--- config.mk ---
export PLATFORM = sky130hd
export DESIGN_NAME = weight_feed_ctrl
export DESIGN_NICKNAME = d
export VERILOG_FILES = /design/src/rtl/weight_feed_ctrl.sv
export SDC_FILE = /design/constraint.sdc
export NUM_CORES = 1
export LEC_CHECK = 0
export ABC_AREA = 1
export BUFFER_PORTS_ARGS = -buffer_cell sky130_fd_sc_hd__buf_2
export CAP_MARGIN = 15
export CORE_MARGIN = 3
export CORE_UTILIZATION = 45
export DETAILED_ROUTE_END_ITERATION = 10
export PLACE_DENSITY = 0.81
export SLEW_MARGIN = 30
export SYNTH_ARGS = -nofsm -noshare
export SYNTH_HDL_FRONTEND = slang
export SYNTH_SLANG_ARGS = --single-unit
--- constraint.sdc ---
create_clock -name clk -period 2.1 [get_ports clk]
set_clock_uncertainty 0.05 [all_clocks]
set_input_delay 0.21 -clock clk [delete_from_list [all_inputs] [get_ports clk]]
set_output_delay 0.21 -clock clk [all_outputs]
set_load 0.05 [all_outputs]
--- src/rtl/weight_feed_ctrl.sv ---
// Weight-feed sequencer: per tile FETCH (1) -> LOAD (1) -> 4 SHIFT beats, so 6 cycles per tile at full rate.
// Backpressure: pe_ready=0 stalls SHIFT in place; abort drops the job on the next edge with no done pulse.
module weight_feed_ctrl #(
    parameter int ADDR_W = 10,
    parameter int CNT_W  = 8
) (
    input  logic              clk,
    input  logic              rst,
    input  logic              start,
    input  logic [CNT_W-1:0]  num_tiles,
    input  logic [ADDR_W-1:0] base_addr,
    input  logic              pe_ready,
    input  logic              abort,
    output logic              busy,
    output logic              done,
    output logic              mem_rd_en,
    output logic [ADDR_W-1:0] mem_rd_addr,
    output logic              en_in,
    output logic              en_out,
    output logic              wvalid,
    output logic [1:0]        beat_idx,
    output logic [CNT_W-1:0]  tile_idx
);

    typedef enum logic [2:0] {
        S_IDLE  = 3'd0,
        S_FETCH = 3'd1,
        S_LOAD  = 3'd2,
        S_SHIFT = 3'd3,
        S_DONE  = 3'd4
    } state_t;

    state_t             state, state_nxt;
    logic [CNT_W-1:0]   num_r, num_nxt;
    logic [ADDR_W-1:0]  base_r, base_nxt;
    logic [CNT_W-1:0]   tile_nxt;
    logic [1:0]         beat_cnt, beat_nxt;
    logic [CNT_W:0]     tile_inc;

    // One extra bit so num_tiles = 2^CNT_W-1 finishes instead of wrapping.
    assign tile_inc = {1'b0, tile_idx} + 1'b1;

    always_comb begin
        state_nxt   = state;
        num_nxt     = num_r;
        base_nxt    = base_r;
        tile_nxt    = tile_idx;
        beat_nxt    = beat_cnt;
        busy        = (state != S_IDLE);
        done        = (state == S_DONE) && !abort;
        mem_rd_en   = (state == S_FETCH);
        mem_rd_addr = mem_rd_en ? (base_r + ADDR_W'(tile_idx)) : '0;
        en_in       = (state == S_LOAD);
        en_out      = (state == S_SHIFT) && pe_ready && !abort;

        case (state)
            S_IDLE: begin
                if (start && !abort) begin
                    num_nxt   = num_tiles;
                    base_nxt  = base_addr;
                    tile_nxt  = '0;
                    state_nxt = (num_tiles == '0) ? S_DONE : S_FETCH;
                end
            end
            S_FETCH: state_nxt = S_LOAD;
            S_LOAD: begin
                beat_nxt  = 2'd0;
                state_nxt = S_SHIFT;
            end
            S_SHIFT: begin
                if (en_out) begin
                    beat_nxt = beat_cnt + 2'd1;
                    if (beat_cnt == 2'd3) begin
                        if (tile_inc < {1'b0, num_r}) begin
                            tile_nxt  = tile_inc[CNT_W-1:0];
                            state_nxt = S_FETCH;
                        end else begin
                            state_nxt = S_DONE;
                        end
                    end
                end
            end
            S_DONE:  state_nxt = S_IDLE;
            default: state_nxt = S_IDLE;
        endcase

        if (abort && (state != S_IDLE)) begin
            state_nxt = S_IDLE;
        end
    end

    always_ff @(posedge clk or posedge rst) begin
        if (rst) begin
            state    <= S_IDLE;
            num_r    <= '0;
            base_r   <= '0;
            tile_idx <= '0;
            beat_cnt <= 2'd0;
            wvalid   <= 1'b0;
            beat_idx <= 2'd0;
        end else begin
            state    <= state_nxt;
            num_r    <= num_nxt;
            base_r   <= base_nxt;
            tile_idx <= tile_nxt;
            beat_cnt <= beat_nxt;
            wvalid   <= en_out;
            if (en_out) begin
                beat_idx <= beat_cnt;
            end
        end
    end

endmodule

==> results_dict.tcl <==
set metrics [dict create \
    synth_common_cells "nand2_1 (68), inv_1 (46), dfrtp_1 (34)" \
    synthArstFlopShare_pct 100 \
    p_leak_nw 1.76 \
    synth-edff-count 0 \
    hpwl_um 4040 \
    highest_layer "met4" \
    setup_slack_ps -123 \
    synth_cell_types 31 \
    fmax_mhz 450 \
    wl_met3_um 258 \
    pre_cts_slack_ps -16.9 \
    start_util_pct 47.2 \
    path_clk_slew_ps 70 \
    cts_buffers 5 \
    startpoint "tile_idx[2]" \
    io_pins 49 \
    fp.dieW_um 77.1 \
    period_share_pct 106 \
    fin_total_pwr_w 0.00360 \
    die-area_um2 5940 \
    antenna_cells 0 \
    clock_sinks 34 \
    worstMarginPinSlew_ps 665 \
    synth_top_area_cell "dfrtp_1" \
    required_ps 1840 \
    area_delta_synth_final_pct 49.7 \
    comb_power_share_pct 56.9 \
    yosysMostFrequentCell "nand2_1" \
    seqPwrFrac_pct 28.8 \
    critPathKind "reg2out" \
    grt_max_degree 37 \
    cts_tree "done" \
    core_um2 4820 \
    htreeDepth 2 \
    dp_cells 416 \
    netlist_instances 294 \
    wl_um 6630 \
    intPower_w 0.00192 \
    avgSynthCellArea_um2 7.74 \
    failed_checks "negative setup slack" \
    grt_pass1_vias 2078 \
    clkPwrFrac_pct 14.3 \
    p_sw_share_pct 46.7 \
    gp_congestion 0.922 \
    syn-num-nets 335 \
    cts-root-buf "clkbuf_8" \
    cp.arrival_ps 1960 \
    layout_min_cycle_time_ps 2220 \
    finalNonFillerCells 442 \
    grt-ovfl-total 0 \
    finalNetCount 415 \
    rsz0062_at_grt "yes" \
    yosys_warnings 0 \
    worstReg2RegStart "tile_idx[0]" \
    io_buffers 48 \
    route.detailed.drc 0 \
    die_h_um 77.1 \
    netlist_area_um2 2270 \
    cts_max_path_buffers 2 \
    hold_viol_final 0 \
    hp-start "base_addr[1]" \
    slew_viol_final 0 \
    status "finished with violations" \
    critPathLaunchType "flop" \
    p_per_area_nw_per_um2 1060 \
    via_per_inst 5.02 \
    crit_fanout 6 \
    drt_iter0_drc 89 \
    ys_seq_area_share_pct 37.4 \
    grt_first_pass_wirelength_um 9270 \
    setup-violations-final 15 \
    hold_path_class "in2reg" \
    drv_cap 0 \
    clk_latency_ps 290 \
    slew_headroom_pct 55.6 \
    drive_gt1_share_pct 46.9 \
    num_vias 2218 \
    antenna_found_initial 0 \
    synthTopCellsByArea "dfrtp_1 (37%), nand2_1 (11%), ha_1 (9.4%)" \
    end_kind "output pin" \
    grt_util_all_layers_pct 19.4 \
    ir_drop_uv 469 \
    dr_wl_met2_um 3580 \
    ys.flop_type "dfrtp_1" \
    ys_ff_latch 34 \
    synth.top_cell.area_share_pct 37.4 \
    wl_met1_um 2660 \
    drt-wirelength-per-cell_um 15.0 \
    drtPass1Iterations 4 \
    p_sw_w 0.00168 \
    row_count 25 \
    detail-route-antenna-nets 0 \
]
==> critical path: stages (launching register included) <==
cell and delay, ps:
dfrtp_2 470, ha_4 270, a21oi_4 180, o21ai_2 90
a21oi_1 230, nand2_1 120, nand2_1 130, nor2_4 40
buf_8 150
==> path summary, 6_finish.rpt <==
| kind | to | slack (ps) | depth (start not counted) |
|---|---|---|---|
| setup / recovery | mem_rd_addr[5] | -120 | 8 |
| hold / removal | base_r[1] | 100 | 2 |
| setup reg to reg | tile_idx[2] | -100 | 14 |
| hold reg to reg | beat_idx[1] | 430 | 2 |
| max in group asynchronous | state[1] | 890 | 4 |
| min in group asynchronous | num_r[6] | 500 | 3 |
==> repair_timing <==
action | CTS | global route
resized for setup | 45 | 49
endpoints found under the setup margin | 17 | 20
hold buffers | 1 | 0
pin swaps | 13 | 25
setup buffers | 8 | 9
endpoints found under the hold margin | 15 | 0
==> power groups by stage <==
stage / clock network [W] / logic, W / registers, W
2_1_floorplan: 0 / 0.00121 / 0.00102
3_3_place_gp: 0 / 0.00154 / 0.00100
3_5_place_dp: 0 / 0.00157 / 0.00101
4_1_cts: 0.000525 / 0.00173 / 0.00102
5_1_grt: 0.000553 / 0.00221 / 0.00107
6_report: 0.000516 / 0.00205 / 0.00104
==> per-stage QoR <==
stage / hold slack (ps) / area, um2 / TNS, ps / util, %
after global placement: 279 / 2750 / 0 / 57.0
after CTS: 91.0 / 3100 / -897 / 64.4
final: 98.2 / 3400 / -1010 / 70.7
after global routing: 100 / 3400 / -2600 / 70.7
after floorplan: 301 / 2370 / -320 / -
after detailed placement: 277 / 2750 / -17.4 / 57.0
==> sequential cells by signal (all words and copies together), names as in the netlist <==
signal / count
state: 3
wvalid: 1
num_r: 8
beat_cnt: 2
beat_idx: 2
base_r: 10
tile_idx: 8
==> logic make-up after synthesis <==
logic type,count (synthesis),synth area share [%]
AND/OR/NAND/NOR,142,28.8
buffers and inverters,51,8.80
AO/OA/AOI/OAI,35,8.14
flip-flops,34,37.4
adder cells (fa/ha/maj),18,10.2
multiplexers,8,4.29
XOR/XNOR,6,2.31
==> layout by cell type (no fill, tap or decap), types with 10 or more instances in the layout <==
cell type,count
nand2_1,56
nor2_1,17
buf_2,39
ha_4,11
buf_4,24
nand3_1,20
buf_6,11
dfrtp_1,27
nand3_2,10
nand2_2,12
inv_1,44
==> per-layer routing <==
layer / up-vias / track usage [%]
met5: - / 0
met4: 0 / 6.05
met3: 10 / 4.34
met2: 59 / 34.1
met1: 1038 / 23.6
li1: 1111 / -
==> final cells by class <==
cell class,instances,area (um2)
clock inverter,2,12.5
multi-input combinational,209,1660
inverter,48,183
fill,369,1410
sequential,34,860
timing repair buffer,76,524
tap,67,83.8
clock buffer,6,82.6
(Power assumes the default switching activity.)
